==> src/rtl/uart_pkg.sv <==
`default_nettype none
// ============================================================================
//  Module      : uart_pkg
//  Description : Shared constants for the memory-mapped UART transmitter:
//                register offsets, STATUS bit positions, TX FSM encodings.
//  Revision    : 1.0 - initial release
// ============================================================================
package uart_pkg;

  // Word offsets of the registers relative to BASE_ADDR
  localparam logic [15:0] c_OFF_DATA   = 16'd0;
  localparam logic [15:0] c_OFF_STATUS = 16'd1;
  localparam logic [15:0] c_OFF_DROPS  = 16'd2;
  localparam logic [15:0] c_NUM_REGS   = 16'd3;

  // STATUS register bit positions
  localparam int c_STAT_FULL    = 0;
  localparam int c_STAT_EMPTY   = 1;
  localparam int c_STAT_ACTIVE  = 2;
  localparam int c_STAT_CNT_LSB = 4;
  localparam int c_STAT_CNT_W   = 4;

  // Serial engine states
  typedef enum logic [1:0] {
    ST_IDLE  = 2'd0,
    ST_START = 2'd1,
    ST_DATA  = 2'd2,
    ST_STOP  = 2'd3
  } tx_state_e;

endpackage
`default_nettype wire

==> src/rtl/uart_fifo.sv <==
`default_nettype none
// ============================================================================
//  Module      : uart_fifo
//  Description : Synchronous byte FIFO with push/pop, full/empty and an
//                occupancy count. DEPTH must be a power of two, >= 2, so the
//                pointers wrap naturally.
//  Revision    : 1.0 - initial release
// ============================================================================
module uart_fifo #(
  parameter int DEPTH = 8
) (
  input  logic                     clock,
  input  logic                     reset,
  input  logic                     push_i,
  input  logic [7:0]               wdata_i,
  input  logic                     pop_i,
  output logic [7:0]               rdata_o,
  output logic                     full_o,
  output logic                     empty_o,
  output logic [$clog2(DEPTH):0]   count_o
);

  localparam int c_AW = $clog2(DEPTH);
  localparam int c_CW = c_AW + 1;
  localparam logic [c_CW-1:0] c_FULL_CNT = c_CW'(DEPTH);
  localparam logic [c_CW-1:0] c_CNT_ONE  = c_CW'(1);
  localparam logic [c_AW-1:0] c_PTR_ONE  = c_AW'(1);

  logic [7:0]      mem_q [DEPTH];
  logic [c_AW-1:0] wr_ptr_q, wr_ptr_d;
  logic [c_AW-1:0] rd_ptr_q, rd_ptr_d;
  logic [c_CW-1:0] count_q,  count_d;
  logic            w_do_push;
  logic            w_do_pop;

  assign full_o    = (count_q == c_FULL_CNT);
  assign empty_o   = (count_q == '0);
  assign count_o   = count_q;
  assign rdata_o   = mem_q[rd_ptr_q];
  assign w_do_push = push_i && !full_o;
  assign w_do_pop  = pop_i && !empty_o;

  // Next pointer and occupancy values; simultaneous push+pop leaves count alone
  always_comb begin
    wr_ptr_d = wr_ptr_q;
    rd_ptr_d = rd_ptr_q;
    count_d  = count_q;
    if (w_do_push) wr_ptr_d = wr_ptr_q + c_PTR_ONE;
    if (w_do_pop)  rd_ptr_d = rd_ptr_q + c_PTR_ONE;
    case ({w_do_push, w_do_pop})
      2'b10:   count_d = count_q + c_CNT_ONE;
      2'b01:   count_d = count_q - c_CNT_ONE;
      default: count_d = count_q;
    endcase
  end

  // Pointer and count registers
  always_ff @(posedge clock) begin
    if (reset) begin
      wr_ptr_q <= '0;
      rd_ptr_q <= '0;
      count_q  <= '0;
    end else begin
      wr_ptr_q <= wr_ptr_d;
      rd_ptr_q <= rd_ptr_d;
      count_q  <= count_d;
    end
  end

  // Storage array; contents are don't-care while empty so it carries no reset
  always_ff @(posedge clock) begin
    if (w_do_push) mem_q[wr_ptr_q] <= wdata_i;
  end

endmodule
`default_nettype wire

==> src/rtl/uart_tx_mmio.sv <==
`default_nettype none
// ============================================================================
//  Module      : uart_tx_mmio
//  Description : Memory-mapped 8N1 UART transmitter. DATA stores fill a byte
//                FIFO, a serial engine drains it onto tx. STATUS and DROPS
//                are readable combinationally for single-cycle CPU loads.
//  Revision    : 1.0 - initial release
// ============================================================================
module uart_tx_mmio
  import uart_pkg::*;
#(
  parameter logic [15:0] BASE_ADDR    = 16'hFF00,
  parameter int          CLKS_PER_BIT = 104,
  parameter int          FIFO_DEPTH   = 8
) (
  input  logic        clock,
  input  logic        reset,
  input  logic        write_enable,
  input  logic [15:0] address,
  input  logic [15:0] write_data,
  output logic [15:0] read_data,
  output logic        select,
  output logic        tx,
  output logic        busy
);

  localparam int c_CNT_W  = $clog2(FIFO_DEPTH) + 1;
  localparam int c_BAUD_W = $clog2(CLKS_PER_BIT);
  localparam logic [c_BAUD_W-1:0] c_BAUD_LAST = c_BAUD_W'(CLKS_PER_BIT - 1);
  localparam logic [c_BAUD_W-1:0] c_BAUD_ONE  = c_BAUD_W'(1);

  // Bus decode
  logic [15:0] w_offset;
  logic        w_hit_data;
  logic        w_hit_status;
  logic        w_hit_drops;

  // FIFO interface
  logic               w_push;
  logic               w_pop;
  logic               w_drop;
  logic [7:0]         w_fifo_rdata;
  logic               w_fifo_full;
  logic               w_fifo_empty;
  logic [c_CNT_W-1:0] w_fifo_count;

  // Engine state
  tx_state_e           state_q;
  logic [c_BAUD_W-1:0] baud_q;
  logic [2:0]          bit_q;
  logic [7:0]          shift_q;
  logic                tx_q;
  logic                w_tx_active;
  logic                w_baud_last;

  // Drop counter
  logic [7:0]  drops_q, drops_d;
  logic [15:0] w_status;

  // Only the low byte of a store is transmitted
  logic w_unused_hi;
  assign w_unused_hi = &{1'b0, write_data[15:8]};

  // Offset arithmetic keeps the window check correct for any BASE_ADDR
  assign w_offset     = address - BASE_ADDR;
  assign select       = (w_offset < c_NUM_REGS);
  assign w_hit_data   = (w_offset == c_OFF_DATA);
  assign w_hit_status = (w_offset == c_OFF_STATUS);
  assign w_hit_drops  = (w_offset == c_OFF_DROPS);

  // Full is judged on the pre-edge count, so a same-edge pop never rescues a push
  assign w_push = write_enable && w_hit_data && !w_fifo_full;
  assign w_drop = write_enable && w_hit_data && w_fifo_full;

  assign w_baud_last = (baud_q == c_BAUD_LAST);
  assign w_tx_active = (state_q != ST_IDLE);
  assign w_pop       = !w_fifo_empty &&
                       ((state_q == ST_IDLE) || ((state_q == ST_STOP) && w_baud_last));

  assign tx   = tx_q;
  assign busy = !w_fifo_empty || w_tx_active;

  uart_fifo #(
    .DEPTH (FIFO_DEPTH)
  ) u_fifo (
    .clock   (clock),
    .reset   (reset),
    .push_i  (w_push),
    .wdata_i (write_data[7:0]),
    .pop_i   (w_pop),
    .rdata_o (w_fifo_rdata),
    .full_o  (w_fifo_full),
    .empty_o (w_fifo_empty),
    .count_o (w_fifo_count)
  );

  // Drop counter: a DROPS store clears it, a rejected DATA store bumps it up to 255
  always_comb begin
    drops_d = drops_q;
    if (write_enable && w_hit_drops) begin
      drops_d = 8'h00;
    end else if (w_drop && (drops_q != 8'hFF)) begin
      drops_d = drops_q + 8'd1;
    end
  end

  // Drop counter register
  always_ff @(posedge clock) begin
    if (reset) drops_q <= 8'h00;
    else       drops_q <= drops_d;
  end

  // STATUS word assembly; count is truncated or zero-extended to its 4-bit field
  always_comb begin
    w_status = 16'h0000;
    w_status[c_STAT_FULL]   = w_fifo_full;
    w_status[c_STAT_EMPTY]  = w_fifo_empty;
    w_status[c_STAT_ACTIVE] = w_tx_active;
    w_status[c_STAT_CNT_LSB +: c_STAT_CNT_W] = c_STAT_CNT_W'(w_fifo_count);
  end

  // Register read mux; zero outside the window and for DATA
  always_comb begin
    read_data = 16'h0000;
    if (select) begin
      if (w_hit_status)     read_data = w_status;
      else if (w_hit_drops) read_data = {8'h00, drops_q};
    end
  end

  // Serial engine: tx_q is loaded with the level of the bit period being entered
  always_ff @(posedge clock) begin
    if (reset) begin
      state_q <= ST_IDLE;
      baud_q  <= '0;
      bit_q   <= 3'd0;
      shift_q <= 8'h00;
      tx_q    <= 1'b1;
    end else begin
      unique case (state_q)
        ST_IDLE: begin
          baud_q <= '0;
          bit_q  <= 3'd0;
          if (!w_fifo_empty) begin
            shift_q <= w_fifo_rdata;
            state_q <= ST_START;
            tx_q    <= 1'b0;
          end else begin
            tx_q <= 1'b1;
          end
        end
        ST_START: begin
          if (w_baud_last) begin
            baud_q  <= '0;
            bit_q   <= 3'd0;
            state_q <= ST_DATA;
            tx_q    <= shift_q[0];
          end else begin
            baud_q <= baud_q + c_BAUD_ONE;
          end
        end
        ST_DATA: begin
          if (w_baud_last) begin
            baud_q <= '0;
            if (bit_q == 3'd7) begin
              state_q <= ST_STOP;
              tx_q    <= 1'b1;
            end else begin
              bit_q   <= bit_q + 3'd1;
              shift_q <= {1'b0, shift_q[7:1]};
              tx_q    <= shift_q[1];
            end
          end else begin
            baud_q <= baud_q + c_BAUD_ONE;
          end
        end
        ST_STOP: begin
          if (w_baud_last) begin
            baud_q <= '0;
            bit_q  <= 3'd0;
            // Chain straight into the next start bit when more data is waiting
            if (!w_fifo_empty) begin
              shift_q <= w_fifo_rdata;
              state_q <= ST_START;
              tx_q    <= 1'b0;
            end else begin
              state_q <= ST_IDLE;
              tx_q    <= 1'b1;
            end
          end else begin
            baud_q <= baud_q + c_BAUD_ONE;
          end
        end
        default: begin
          state_q <= ST_IDLE;
          baud_q  <= '0;
          bit_q   <= 3'd0;
          tx_q    <= 1'b1;
        end
      endcase
    end
  end

endmodule
`default_nettype wire

==> config.mk <==
export PLATFORM = sky130hd
export DESIGN_NAME = uart_tx_mmio
export DESIGN_NICKNAME = d
export VERILOG_FILES = /design/src/rtl/uart_pkg.sv /design/src/rtl/uart_fifo.sv /design/src/rtl/uart_tx_mmio.sv
export SDC_FILE = /design/constraint.sdc
export NUM_CORES = 1
export LEC_CHECK = 0
export ABC_CLOCK_PERIOD_IN_PS = 4900
export CAP_MARGIN = 20
export CELL_PAD_IN_SITES_DETAIL_PLACEMENT = 0
export CELL_PAD_IN_SITES_GLOBAL_PLACEMENT = 1
export CORE_MARGIN = 2
export CORE_UTILIZATION = 45
export CTS_CLUSTER_SIZE = 24
export DETAILED_ROUTE_END_ITERATION = 8
export PLACE_DENSITY = 0.89
export SYNTH_ARGS = -nofsm -noshare
export SYNTH_HDL_FRONTEND = slang
export SYNTH_SLANG_ARGS = --single-unit
==> constraint.sdc <==
create_clock -name clock -period 4.9 [get_ports clock]
set_input_delay 1.47 -clock clock [delete_from_list [all_inputs] [get_ports clock]]
set_output_delay 1.47 -clock clock [all_outputs]
set_load 0.03 [all_outputs]
; ---- After elaboration in Yosys (flattened, before gate mapping)
; Memories as Yosys holds them, arrays and structs flattened. A register that Yosys moved wholly into a read port is not among the register bits.
; Cells that the tools add are included.
[word_totals]
register_bits = 39
ram_bits = 64
in_bits = 35
output_inout_bits = 19
wordCells = 95
mem_count = 1
[mem_list]
columns = name, words, word_bits, read_ports, rd_clocked_by_memory_dff, write_ports, line
row1 = u_fifo.mem_q, 8, 8, 1, 1, 1, uart_fifo.sv:29  ; logic [7:0] mem_q [DEPTH];
[classes]
add_sub_neg = 8
n_lt_le_gt_ge = 1
n_eq_ne = 18
muxes = 32
reduce_logical = 26
[ops]
columns = operator, n
row1 = $mux W8, 7
row2 = $pmux W8 S3, 1
row3 = $eq A16 B1 Y1 const B, 1
row4 = $eq A16 B2 Y1 const B, 1
row5 = $logic_not A16 Y1, 1
row6 = $lt A16 B2 Y1 const B, 1
row7 = $sub A16 B16 Y16 const B, 1
row8 = $mux W3, 5
row9 = $pmux W7 S2, 1
row10 = $ne A2 B2 Y1 const B, 6
row11 = $mux W2, 5
row12 = $add A3 B1 Y3 const B, 3
row13 = $logic_and A1 B1 Y1, 9
row14 = $pmux W3 S3, 1
row15 = $add A8 B1 Y8 const B, 1
row16 = $mux W1, 8
row17 = $ne A8 B8 Y1 const B, 1
row18 = $pmux W2 S4, 1
row19 = $pmux W4 S2, 1
row20 = $add A7 B1 Y7 const B, 1
row21 = $eq A7 B7 Y1 const B, 1
row22 = $mux W7, 1
row23 = $eq A2 B2 Y1 const B, 3
row24 = $reduce_and A3 Y1, 2
row25 = other kinds (17), 22

; ---- Depth between registers and ports, before layout
; Gate-level depths: netlist of the first run.
[depth]
depth_word = 7
mapped_depth = 11

; ---- Hierarchy
; Synthesis of the first run repeated with hierarchy kept, for this count alone.
[unflattened]
hier_cells = 384
area_unflattened_um2 = 4937.2
[by_module_without_submodules]
columns = module, instances, cells_each, area_per_inst_um2, seq_area_each_um2
row1 = uart_fifo, 1, 167, 3151.8, 2182.1
row2 = uart_tx_mmio, 1, 217, 1785.5, 580.6

; ---- Worst setup path after synthesis of the first run
; Ideal clock, no wire load.
[synth_timing]
path_kind = in2out
from = input address[2]
to = output select
arrival_time_ns = 3.229
required_time_ns = 3.430
setup_slack_ns = 0.201
path_stages = 5
n_path_buf = 2
path_cell_list = or4_4 or4_4 buf_6 clkbuf_1 a21oi_1
[synth_via]
elab_chain_cells = 2
[synth_lines]
columns = item, line
row1 = from (decl), uart_tx_mmio.sv:19  ; input logic [15:0] address,
row2 = $sub A16 B16 Y16, uart_tx_mmio.sv:65  ; assign w_offset = address - BASE_ADDR;
row3 = $lt A16 B2 Y1, uart_tx_mmio.sv:66  ; assign select = (w_offset < c_NUM_REGS);
row4 = to (decl), uart_tx_mmio.sv:22  ; output logic select,
; Every way passes these cells.

; ---- Final worst setup path of the first run
[layout_timing]
from = input address[2]
to = output read_data[7]
[layout_via]
elab_chain_cells = 5
word_cells_on_any_way = 7
[layout_lines]
columns = item, line
row1 = $sub A16 B16 Y16 (*), uart_tx_mmio.sv:65
row2 = branches (longest 3 deep; another with $lt A16 B2 Y1), -
row3 = $mux W8 (*), uart_tx_mmio.sv:125  ; if (select) begin
row4 = to (decl), uart_tx_mmio.sv:21  ; output logic [15:0] read_data,
; Every way passes the cells marked *.

==> impl_results.md, run 1 <==
- Outcome: finished clean
- Crit path time final: between 4000 and 5000 ps
- Slew @ Worst Pin: roughly 840 ps
- Synth area leader: edfxtp_1
- Initial Util: between 40% and 50%
- Gr ovfl total: 0
- Largest cells by area after synthesis: edfxtp_1 38%, dfxtp_1 17%, mux2i_1 6.6%, ha_1 3.3%, a21oi_1 2.7%
- CTS root buffer: clkbuf_8
- Post_cts resized: 0
- Core area: about 11000 sq um
- Tcrit/Tclk final: a little over nine tenths
- Detail Placement HPWL: around 7000 microns
- Syn Inst Count: roughly 430
- EDFF count, synth: between 60 and 70
- CP required: around 3400 ps
- Largest net degree at the start of global routing: 30
- Reg2reg start: u_fifo.count_o[1]
- Clk buf depth: 2
- Hold path endpoint: baud_q[0]
- Lkg Pwr: ~1.9 nW
- Worst-case reg-to-reg path depth: 10
- Rows: 38
- CTS clk-pin slew, worst paths: roughly 100 ps
- GP Congestion: just over 0.8
- FILL cells: roughly 940
- Detailed Route WL: 10400 microns
- # diodes: 0
- Power per Cell Area: between 300 and 400 nW/um^2
- DP Cell Count: around 600
- Hold Vio Cnt, Final: 0
- DRT iter0 DRCs: 303
- Crit. End Element: output port
- WL/cell: 16.9 microns
- Clk_lat worst skew: around 400 ps
- Synth warn: 0
- Final setup vio count: 0
- CTS tree: built
- Gr usage total: a little under a fifth
- Multi-input gate area: between 2000 and 2500 sq um
- CTS Sinks: approximately 110
- Max Slew Vio Count: 0
- Post-Layout Cell Count: 618
- Post-synth top flop: edfxtp_1
- Post-route DRC: 0
- Initial antenna violation count: 0
- Final TNS setup: 0 ps
- Top cell type's share of synthesized area: 38.5%
- Setup Skew: around 13 ps
- Post-route ant nets: 0
- IO Pins: 54
- Post-CTS Setup Bufs: 0
- DRT Pass-1 Iters: 5
- Rel. slew slack: 43.2%
- Flop-to-flop setup slack: around 1800 ps
- CP Class: in -> out
- CTS Hold Bufs: 0
- H-tree levels: 3
- Register bit total from synthesis: between 100 and 150
- Via/cell ratio: 5.71
- Die X: ~110 microns
- IO buf count: 37
- Syn_area_per_cell: between 10 and 15 sq um
- Sequential area share after synthesis: a little under three fifths
- First-pass GRT wire length: about 17000 microns
- Number of global-route vias before repair: roughly 3300
- Via count: 3527
- Number of max-cap violations: 0
- Worst hold start: baud_q[0]
- Peak VDD IR: 0.000184 V
- RSZ-0062 raised after global routing: false
- Register Area: around 2800 sq um
- CP Data Arrival Time: roughly 3200 ps
- Reg-to-Reg End: u_fifo.count_o[2]
- Synth cell types: 57
- Async S/R FF share, synth: 0%
- Num CTS Buffers: 9
- Hold Path Class: reg -> reg
- Fmax: between 0.2 and 0.25 GHz
- Die H: around 110 microns
- Critical path fanouts, max: 9
- Nets@finish: around 520
- Layout cells sized above 1: a little over a tenth
- Area of the die: 12000 sq um
- Final Core Density: 52.5%
- Area Overhead vs Synth: 13.9%
- Hold Path Cell Cnt: 1
- Mapped cell area: ~5000 sq um
- Startpoint types: input pin
[through the flow]
step / hold slack [ps] / area, sq um / worst slack (ps) / power [W]
global route: 475 / 5690 / 128 / 0.00179
finish: 463 / 5690 / 189 / 0.00171
CTS: 465 / 5690 / 183 / 0.00172
detailed placement: 448 / 5490 / 184 / 0.00121
global placement: 427 / 5490 / 223 / 0.00120
floorplan: 418 / 5020 / 201 / 0.00114
[report_power, final]
part | switching [W] | internal [W] | total, W
Sequential | 0.0000116 | 0.000955 | 0.000967
Clock | 0.000327 | 0.000197 | 0.000524
Combinational | 0.000139 | 0.0000847 | 0.000223
Total | 0.000477 | 0.00124 | 0.00171
[worst max path at each step]
stage | cells past startpoint | to | slack (ps) | from
global route | 5 | select | 130 | address[2]
global placement | 5 | select | 220 | address[2]
detailed placement | 5 | read_data[7] | 180 | address[2]
floorplan | 5 | select | 200 | address[2]
CTS | 5 | read_data[7] | 180 | address[2]
finish | 5 | read_data[7] | 190 | address[2]
[routing by layer]
metal  vias up  track usage (%)  part of all wire (%)
met5         -                0                     0
met4         0             5.33                   1.1
met3        10             4.27                   4.3
met2        99             29.5                    48
met1      1694             24.9                    47
li1       1724                -                     -
[Yosys cell counts (4+ instances only)]
| cell | number |
|---|---|
| buf_2 | 4 |
| clkbuf_1 | 14 |
| or3_1 | 6 |
| a22o_1 | 14 |
| nand4_1 | 6 |
| and3_1 | 5 |
| nor2_1 | 27 |
| buf_4 | 8 |
| a22oi_1 | 8 |
| o31a_1 | 8 |
| nand2b_1 | 9 |
| nor3_1 | 8 |
| inv_1 | 11 |
| o31ai_1 | 4 |
| xor2_1 | 5 |
| nand2_1 | 21 |
| nor4_1 | 7 |
| ha_1 | 13 |
| edfxtp_1 | 64 |
| nor2b_1 | 6 |
| o311ai_0 | 7 |
| nand3_1 | 10 |
| mux2i_1 | 33 |
| a21oi_1 | 27 |
| o211ai_1 | 4 |
| o21ai_0 | 15 |
| dfxtp_1 | 42 |
[worst max-delay path, cell delays in order]
cell and delay, ps:
clkdlybuf4s50_1 400, or4_4 530, or4_4 510, nor2_1 160
buf_4 180
[cell usage in the layout (no fill, tap or decap), types with 3 or more instances in the layout]
| master | instances |
|---|---|
| clkdlybuf4s50_1 | 28 |
| conb_1 | 8 |
| clkbuf_8 | 9 |
| or3_1 | 6 |
| nor3_1 | 8 |
| dfxtp_1 | 42 |
| o31a_1 | 8 |
| o311ai_0 | 7 |
| nand2b_1 | 9 |
| o211ai_1 | 4 |
| ha_1 | 13 |
| a21oi_1 | 27 |
| o31ai_1 | 4 |
| nand4_1 | 6 |
| a22oi_1 | 8 |
| inv_1 | 11 |
| mux2i_1 | 33 |
| a22o_1 | 14 |
| o22ai_1 | 3 |
| nand3_1 | 10 |
| or4_1 | 3 |
| nor2_1 | 27 |
| nand2_1 | 21 |
| buf_4 | 22 |
| xnor2_1 | 3 |
| and3_1 | 5 |
| edfxtp_1 | 64 |
| xor2_1 | 5 |
| o21ai_0 | 15 |
| nor4_1 | 6 |
| nor2b_1 | 6 |
| nand4b_1 | 3 |
[flip-flops by register name, summed over array words and instances, names as in the netlist, named ones only]
name             count
u_fifo.mem_q        64
baud_q               7
bit_q                3
u_fifo.wr_ptr_q      3
state_q              2
drops_q              8
u_fifo.count_o       4
shift_q              8
tx                   1
u_fifo.rd_ptr_q      3
[kinds of logic after synthesis]
group           count (synthesis)  synth area share, %
buf+inv                        41                 3.93
compound gates                100                 13.7
fa+ha+maj                      13                 3.26
other cells                     1               0.0751
simple gates                  128                 14.4
mux                            37                 7.96
xor+xnor                        8                 1.40
flops                         106                 55.3
[final cells by class]
class | instances | share of cell area [%]
sequential | 106 | 48.5
timing repair buffer | 51 | 7.92
tap | 140 | 3.08
multi-input combinational | 294 | 36.4
clock inverter | 7 | 1.19
clock buffer | 9 | 2.18
inverter | 11 | 0.726
Note: power is estimated with default switching activity, not from simulation.
==> run 2: changes to the inputs <==
--- a/config.mk
+++ b/config.mk
@@ -10,10 +10,12 @@
 export CELL_PAD_IN_SITES_DETAIL_PLACEMENT = 0
 export CELL_PAD_IN_SITES_GLOBAL_PLACEMENT = 1
 export CORE_MARGIN = 2
-export CORE_UTILIZATION = 45
+export CORE_UTILIZATION = 46
 export CTS_CLUSTER_SIZE = 24
 export DETAILED_ROUTE_END_ITERATION = 8
-export PLACE_DENSITY = 0.89
+export PLACE_DENSITY = 0.9
+export RECOVER_POWER = 50
 export SYNTH_ARGS = -nofsm -noshare
 export SYNTH_HDL_FRONTEND = slang
+export SYNTH_HIERARCHICAL = 1
 export SYNTH_SLANG_ARGS = --single-unit
==> run 2 against run 1 <==
  * Flip-flop and latch count is the same
  * Clock power is essentially flat
  * First-iteration DRC count shrank 56%
  * Combinational power shrank 33%
  * Fmax shrank 1.3%
  * Critical path type unchanged
  * Critical endpoint is now select
==> impl_results.md, run 2 <==
- First-pass GRT wire length: 15300 microns (was 16700 microns)
- Startpoint types: input pin (unchanged)
- Synth warn: 6 (was 0)
- Synth area leader: edfxtp_1 (unchanged)
- Top cell type's share of synthesized area: 38.9% (was 38.5%)
- Num CTS Buffers: 9 (unchanged)
- Via count: 3182 (was 3527)
- Core area: 10400 sq um (was 10800 sq um)
- CP Class: in -> out (unchanged)
- DRT iter0 DRCs: 134 (was 303)
- Gr usage total: 17.2% (was 18.4%)
- CTS root buffer: clkbuf_8 (unchanged)
- Multi-input gate area: 2000 sq um (was 2070 sq um)
- Post-Layout Cell Count: 567 (was 618)
- Most common cell after layout, fill and taps aside: edfxtp_1 (unchanged)
- CTS clk-pin slew, worst paths: 110 ps (was 100 ps)
- Number of max-cap violations: 0 (unchanged)
- Hold Vio Cnt, Final: 0 (unchanged)
- Setup Skew: 20.7 ps (was 13.2 ps)
- # diodes: 0 (unchanged)
- GP Congestion: 0.803 (was 0.808)
- Via/cell ratio: 5.61 (was 5.71)
- Detailed Route WL: 9130 microns (was 10400 microns)
- DRT Pass-1 Iters: 4 (was 5)
- Final setup vio count: 0 (unchanged)
- Slew @ Worst Pin: 1220 ps (was 840 ps)
- CTS tree: built (unchanged)
- Die H: 108 microns (was 109 microns)
- Critical path fanouts, max: 27 (was 9)
- Post_cts resized: 0 (unchanged)
- Most frequent cells in the layout: 64 x edfxtp_1, 42 x dfxtp_1, 30 x nor2_1 (was 64 x edfxtp_1, 42 x dfxtp_1, 33 x mux2i_1)
- Clk buf depth: 2 (unchanged)
- Async S/R FF share, synth: 0% (unchanged)
- Most flops, register: u_fifo/mem_q (was u_fifo.mem_q)
- IO Pins: 54 (unchanged)
- Register bit total from synthesis: 106 (unchanged)
- Power per Cell Area: 290 nW/um^2 (was 301 nW/um^2)
- CTS Hold Bufs: 0 (unchanged)
- Register Area: 2760 sq um (unchanged)
- Nets@finish: 475 (was 521)
- WL/cell: 16.1 microns (was 16.9 microns)
- Lkg Pwr: 1.86 nW (was 1.87 nW)
- RSZ-0062 raised after global routing: false (unchanged)
- Largest cells by area after synthesis: edfxtp_1 39%, dfxtp_1 17%, mux4_1 4.3%, mux4_2 3.6%, ha_1 3.5% (was edfxtp_1 38%, dfxtp_1 17%, mux2i_1 6.6%, ha_1 3.3%, a21oi_1 2.7%)
- Hold Path Class: reg -> reg (unchanged)
- Max FFs per register: 64 (unchanged)
- Gr ovfl total: 0 (unchanged)
- Max Slew Vio Count: 0 (unchanged)
- Synth cell types: 56 (was 57)
- CP required: 3430 ps (about the same)
- Layout cells sized above 1: 15.8% (was 10.9%)
- Post-synth top flop: edfxtp_1 (unchanged)
- Tcrit/Tclk final: 97.5% (was 96.1%)
- Syn Inst Count: 384 (was 434)
- Rows: 37 (was 38)
- H-tree levels: 3 (unchanged)
- Largest net degree at the start of global routing: 28 (was 30)
- Sequential area share after synthesis: 56.0% (was 55.3%)
- EDFF count, synth: 64 (unchanged)
- Crit path time final: 4780 ps (was 4710 ps)
- Synth cell count leaders: 64 x edfxtp_1, 42 x dfxtp_1, 30 x nor2_1 (was 64 x edfxtp_1, 42 x dfxtp_1, 33 x mux2i_1)
- Area Overhead vs Synth: 14.0% (was 13.9%)
- Die X: 108 microns (was 109 microns)
- Detail Placement HPWL: 6340 microns (was 7030 microns)
- Post-route DRC: 0 (unchanged)
- Post-route ant nets: 0 (unchanged)
- Most numerous cell in the Yosys netlist: edfxtp_1 (unchanged)
- Number of global-route vias before repair: 3194 (was 3333)
- Initial antenna violation count: 0 (unchanged)
- DP Cell Count: 551 (was 601)
- CP Data Arrival Time: 3310 ps (was 3240 ps)
- Mapped cell area: 4940 sq um (was 5000 sq um)
- Area of the die: 11600 sq um (was 12000 sq um)
- Clk_lat worst skew: 370 ps (was 390 ps)
- Outcome: finished clean (unchanged)
- Final Core Density: 54.3% (was 52.5%)
- CTS Sinks: 106 (unchanged)
- Post-CTS Setup Bufs: 0 (unchanged)
- Initial Util: 47.6% (was 46.1%)
- IO buf count: 37 (unchanged)
- FILL cells: 879 (was 944)
- Syn_area_per_cell: 12.9 sq um (was 11.5 sq um)
- Peak VDD IR: 0.000143 V (was 0.000184 V)
- Crit. End Element: output port (unchanged)
- Biggest regs: u_fifo/mem_q: 64 flops, drops_q: 8 flops, shift_q: 8 flops (was u_fifo.mem_q: 64 flops, drops_q: 8 flops, shift_q: 8 flops)
- Fmax: 0.209 GHz (was 0.212 GHz)
- Rel. slew slack: 18.6% (was 43.2%)
- Final TNS setup: 0 ps (unchanged)
==> run 2: critical path, stage by stage <==
cell	delay (ps)
clkdlybuf4s50_1	390
or4_1	510
or4_1	460
buf_12	190
a21oi_1	120
buf_4	170
==> run 2: cell families (layout without fill, tap and decap cells) <==
group / Yosys count / in the layout / synth area share, %
compound gates: 71 / 71 / 9.81
xor+xnor: 12 / 12 / 2.28
fa+ha+maj: 14 / 14 / 3.55
buf+inv: 37 / 77 / 4.13
flops: 106 / 106 / 56.0
mux: 34 / 34 / 11.8
other cells: 1 / 8 / 0.0760
simple gates: 109 / 109 / 12.4
==> run 2: metal layers <==
| layer | share of wire [%] | track usage (%) |
|---|---|---|
| met5 | 0 | 0 |
| met4 | 2.7 | 8.88 |
| met3 | 3.4 | 2.54 |
| met2 | 49 | 28.2 |
| met1 | 45 | 22.2 |
==> run 2: final timing paths <==
path,from,slack (ps),end,cells past startpoint
hold reg to reg,baud_q[0],460,baud_q[0],1
setup / recovery,address[4],120,select,6
setup reg to reg,baud_q[0],1820,u_fifo/count_o[2],13
hold / removal,baud_q[0],460,baud_q[0],1
==> run 2: area by class of cell <==
type                    count  area share (%)
flip-flops and latches    106            49.1
multi-input cells         248            35.6
repair buffers             51            8.20
well taps                 136            3.02
clock buffers               9            2.20
clock inverters             7            1.29
inverters                  10           0.667
==> run 2: where the power goes <==
part | switching, W | internal [W]
sequential | 0.00000698 | 0.000951
clock | 0.000324 | 0.000201
combinational | 0.0000922 | 0.0000564
total | 0.000423 | 0.00121
==> run 2: per-stage QoR <==
step           hold slack [ps]  setup WS [ps]  instance area (sq um)  total power (W)
2_1_floorplan              418           57.3                   4970          0.00107
3_3_place_gp               431           95.3                   5440          0.00112
3_5_place_dp               439           21.9                   5440          0.00113
4_1_cts                    463            101                   5630          0.00164
5_1_grt                    477           22.0                   5630          0.00169
6_report                   464            125                   5630          0.00163
==> run 3: changes to the inputs <==
--- a/config.mk
+++ b/config.mk
@@ -11,7 +11,8 @@
 export CELL_PAD_IN_SITES_GLOBAL_PLACEMENT = 1
 export CORE_MARGIN = 2
 export CORE_UTILIZATION = 46
-export CTS_CLUSTER_SIZE = 24
+export CTS_CLUSTER_DIAMETER = 50
+export CTS_CLUSTER_SIZE = 14
 export DETAILED_ROUTE_END_ITERATION = 8
 export PLACE_DENSITY = 0.9
 export RECOVER_POWER = 50
==> constraint.sdc (replaced) <==
create_clock -name clock -period 4.9 [get_ports clock]
set_input_delay 0.49 -clock clock [delete_from_list [all_inputs] [get_ports clock]]
set_output_delay 0.49 -clock clock [all_outputs]
set_load 0.03 [all_outputs]
==> run 3 against run 2 <==
  * Critical path depth is 8 higher
  * Sequential power hardly changed
  * Combinational power hardly changed
  * Non-clock buffer count is 5 lower
  * Design area is 0.56% lower
  * Sequential share of layout area is 0.27 points higher
  * Hold slack worse by 7.3 ps
  * Critical path type is now in -> reg
==> impl_results.md, run 3 (synthesis results as in run 2) <==
- Detailed Route WL: 8990 microns (was 9130 microns)
- Die H: 108 microns (unchanged)
- DRT iter0 DRCs: 130 (was 134)
- Power per Cell Area: 292 nW/um^2 (was 290 nW/um^2)
- Fmax: 0.253 GHz (was 0.209 GHz)
- Hold Vio Cnt, Final: 0 (unchanged)
- Post-CTS Setup Bufs: 0 (unchanged)
- Cell Chain, Critical Path: dlygate4sd3_1 -> or4_1 -> or4_1 -> clkbuf_1 -> nor3b_1 -> buf_4 -> nand2_8 -> ha_1 -> xor2_1 -> ha_1 -> a21oi_1 -> xor2_1 -> or3_1 -> a21oi_1 (was clkdlybuf4s50_1 -> or4_1 -> or4_1 -> buf_12 -> a21oi_1 -> buf_4)
- Setup Skew: 4.33 ps (was 20.7 ps)
- Gr usage total: 16.5% (was 17.2%)
- CTS tree: built (unchanged)
- IO Pins: 54 (unchanged)
- Via/cell ratio: 5.53 (was 5.61)
- Number of global-route vias before repair: 3036 (was 3194)
- WP depth: 14 (was 6)
- Slew @ Worst Pin: 1000 ps (was 1220 ps)
- Gr ovfl total: 0 (unchanged)
- First-pass GRT wire length: 14800 microns (was 15300 microns)
- CP Class: in -> reg (was in -> out)
- Initial antenna violation count: 0 (unchanged)
- Most frequent cells in the layout: 64 x edfxtp_1, 42 x dfxtp_1, 30 x nor2_1 (unchanged)
- DRT Pass-1 Iters: 4 (unchanged)
- Crit. End Element: register (was output port)
- Grt met2 use: 27.3% (was 28.2%)
- Final setup vio count: 0 (unchanged)
- Rel. slew slack: 32.5% (was 18.6%)
- Critical Path Start: address[4] (unchanged)
- Max Slew Vio Count: 0 (unchanged)
- Post-route ant nets: 0 (unchanged)
- H-tree levels: 3 (unchanged)
- FILL cells: 868 (was 879)
- Outcome: finished clean (unchanged)
- Die X: 108 microns (unchanged)
- Area of the die: 11600 sq um (unchanged)
- CP endpoint: u_fifo/count_o[2] (was select)
- RSZ-0062 raised after global routing: false (unchanged)
- Crit path time final: 3950 ps (was 4780 ps)
- Reg-to-Reg End: u_fifo/count_o[2] (unchanged)
- Most flops, register: u_fifo/mem_q (unchanged)
- Number of max-cap violations: 0 (unchanged)
- Biggest regs: u_fifo/mem_q: 64 flops, drops_q: 8 flops, shift_q: 8 flops (unchanged)
- Peak VDD IR: 0.000184 V (was 0.000143 V)
- Critical path fanouts, max: 27 (unchanged)
- GR peak layer: met2 (unchanged)
- CTS root buffer: clkbuf_8 (unchanged)
- Final Core Density: 54.0% (was 54.3%)
- Area Overhead vs Synth: 13.4% (was 14.0%)
- Clk_lat worst skew: 370 ps (about the same)
- IO buf count: 37 (unchanged)
- Final TNS setup: 0 ps (unchanged)
- CTS Sinks: 106 (unchanged)
- Slowest-stage cell, CP: dlygate4sd3_1 (was or4_1)
- CP Data Arrival Time: 4250 ps (was 3310 ps)
- Detail Placement HPWL: 6220 microns (was 6340 microns)
- Nets@finish: 470 (was 475)
- Clk buf depth: 2 (unchanged)
- Post_cts resized: 0 (unchanged)
- Reg2reg start: baud_q[0] (unchanged)
- # diodes: 0 (unchanged)
- Lkg Pwr: 1.81 nW (was 1.86 nW)
- Post-route DRC: 0 (unchanged)
- GP Congestion: 0.767 (was 0.803)
- Initial Util: 47.6% (unchanged)
- Startpoint types: input pin (unchanged)
- CTS Hold Bufs: 0 (unchanged)
- WL/cell: 16.0 microns (was 16.1 microns)
- Tcrit/Tclk final: 80.5% (was 97.5%)
- CTS clk-pin slew, worst paths: 100 ps (was 110 ps)
- Core area: 10400 sq um (unchanged)
- Worst hold start: baud_q[0] (unchanged)
- GR Util met3: 2.91% (was 2.54%)
- Via count: 3107 (was 3182)
- CP required: 5210 ps (was 3430 ps)
- Num CTS Buffers: 9 (unchanged)
- Total power draw: 0.00163 W (about the same)
- Worst-case reg-to-reg path depth: 13 (unchanged)
- Layout cells sized above 1: 12.7% (was 15.8%)
- Buffers & Inverters on Critical Path: 3 (unchanged)
- Rows: 37 (unchanged)
- Most common cell after layout, fill and taps aside: edfxtp_1 (unchanged)
- Flop-to-flop setup slack: 1940 ps (was 1820 ps)
- Crit-path leading delay family: simple AND/OR/NAND/NOR gates (unchanged)
- Hold Path Class: reg -> reg (unchanged)
- Largest net degree at the start of global routing: 28 (unchanged)
- Max FFs per register: 64 (unchanged)
- Max incr delay on CP: 530 ps (was 510 ps)
- GR Util met1: 21.5% (was 22.2%)
-- run 3: cell types whose count changed in the layout (fill, tap and decap cells not counted), moves of 2 or more --
cell,before,now
buf_4,21,8
clkdlybuf4s50_1,19,27
inv_6,2,0
inv_8,2,5
-- run 3: how the worst min path moves through the flow --
| stage | depth (start not counted) | slack (ps) | to |
|---|---|---|---|
| floorplan | 1 | 420 | baud_q[0] |
| global placement | 1 | 430 | baud_q[0] |
| detailed placement | 1 | 440 | baud_q[0] |
| CTS | 1 | 460 | baud_q[0] |
| global route | 1 | 480 | baud_q[0] |
| finish | 1 | 460 | baud_q[0] |
-- run 3: per-layer routing --
metal / vias up / wire (microns)
li1: 1535 / -
met1: 1506 / 4060
met2: 51 / 4480
met3: 15 / 240
met4: 0 / 212
met5: - / 0
-- run 3: layout make-up --
class	instances	area, sq um	area share (%)
Clock buffer	9	124	2.21
Clock inverter	7	73.8	1.32
Inverter	10	37.5	0.670
Multi-Input combinational cell	248	2000	35.7
Sequential cell	106	2760	49.3
Tap cell	136	170	3.04
Timing Repair Buffer	46	434	7.75
-- run 3: metrics by stage --
step	cells	setup WS (ps)	hold WS [ps]	cell area (sq um)
global placement	546	1010	429	5410
finish	562	955	457	5600
global route	562	718	482	5600
floorplan	391	859	418	4960
detailed placement	546	975	441	5410
CTS	562	1370	460	5600
-- run 3: where the power goes --
| part | total (W) | leakage, nW | switching, W | internal, W |
|---|---|---|---|---|
| clock network | 0.000530 | 0.103 | 0.000325 | 0.000205 |
| logic | 0.000146 | 0.792 | 0.0000911 | 0.0000546 |
| registers | 0.000958 | 0.913 | 0.00000738 | 0.000951 |
| total | 0.00163 | 1.81 | 0.000424 | 0.00121 |
-- run 3: worst reg2reg max path, delay by kind of cell (launching register included) --
kind	cells	cell delay, ps
flops	1	370
xor+xnor	2	330
fa+ha+maj	3	690
simple gates	4	920
compound gates	4	590
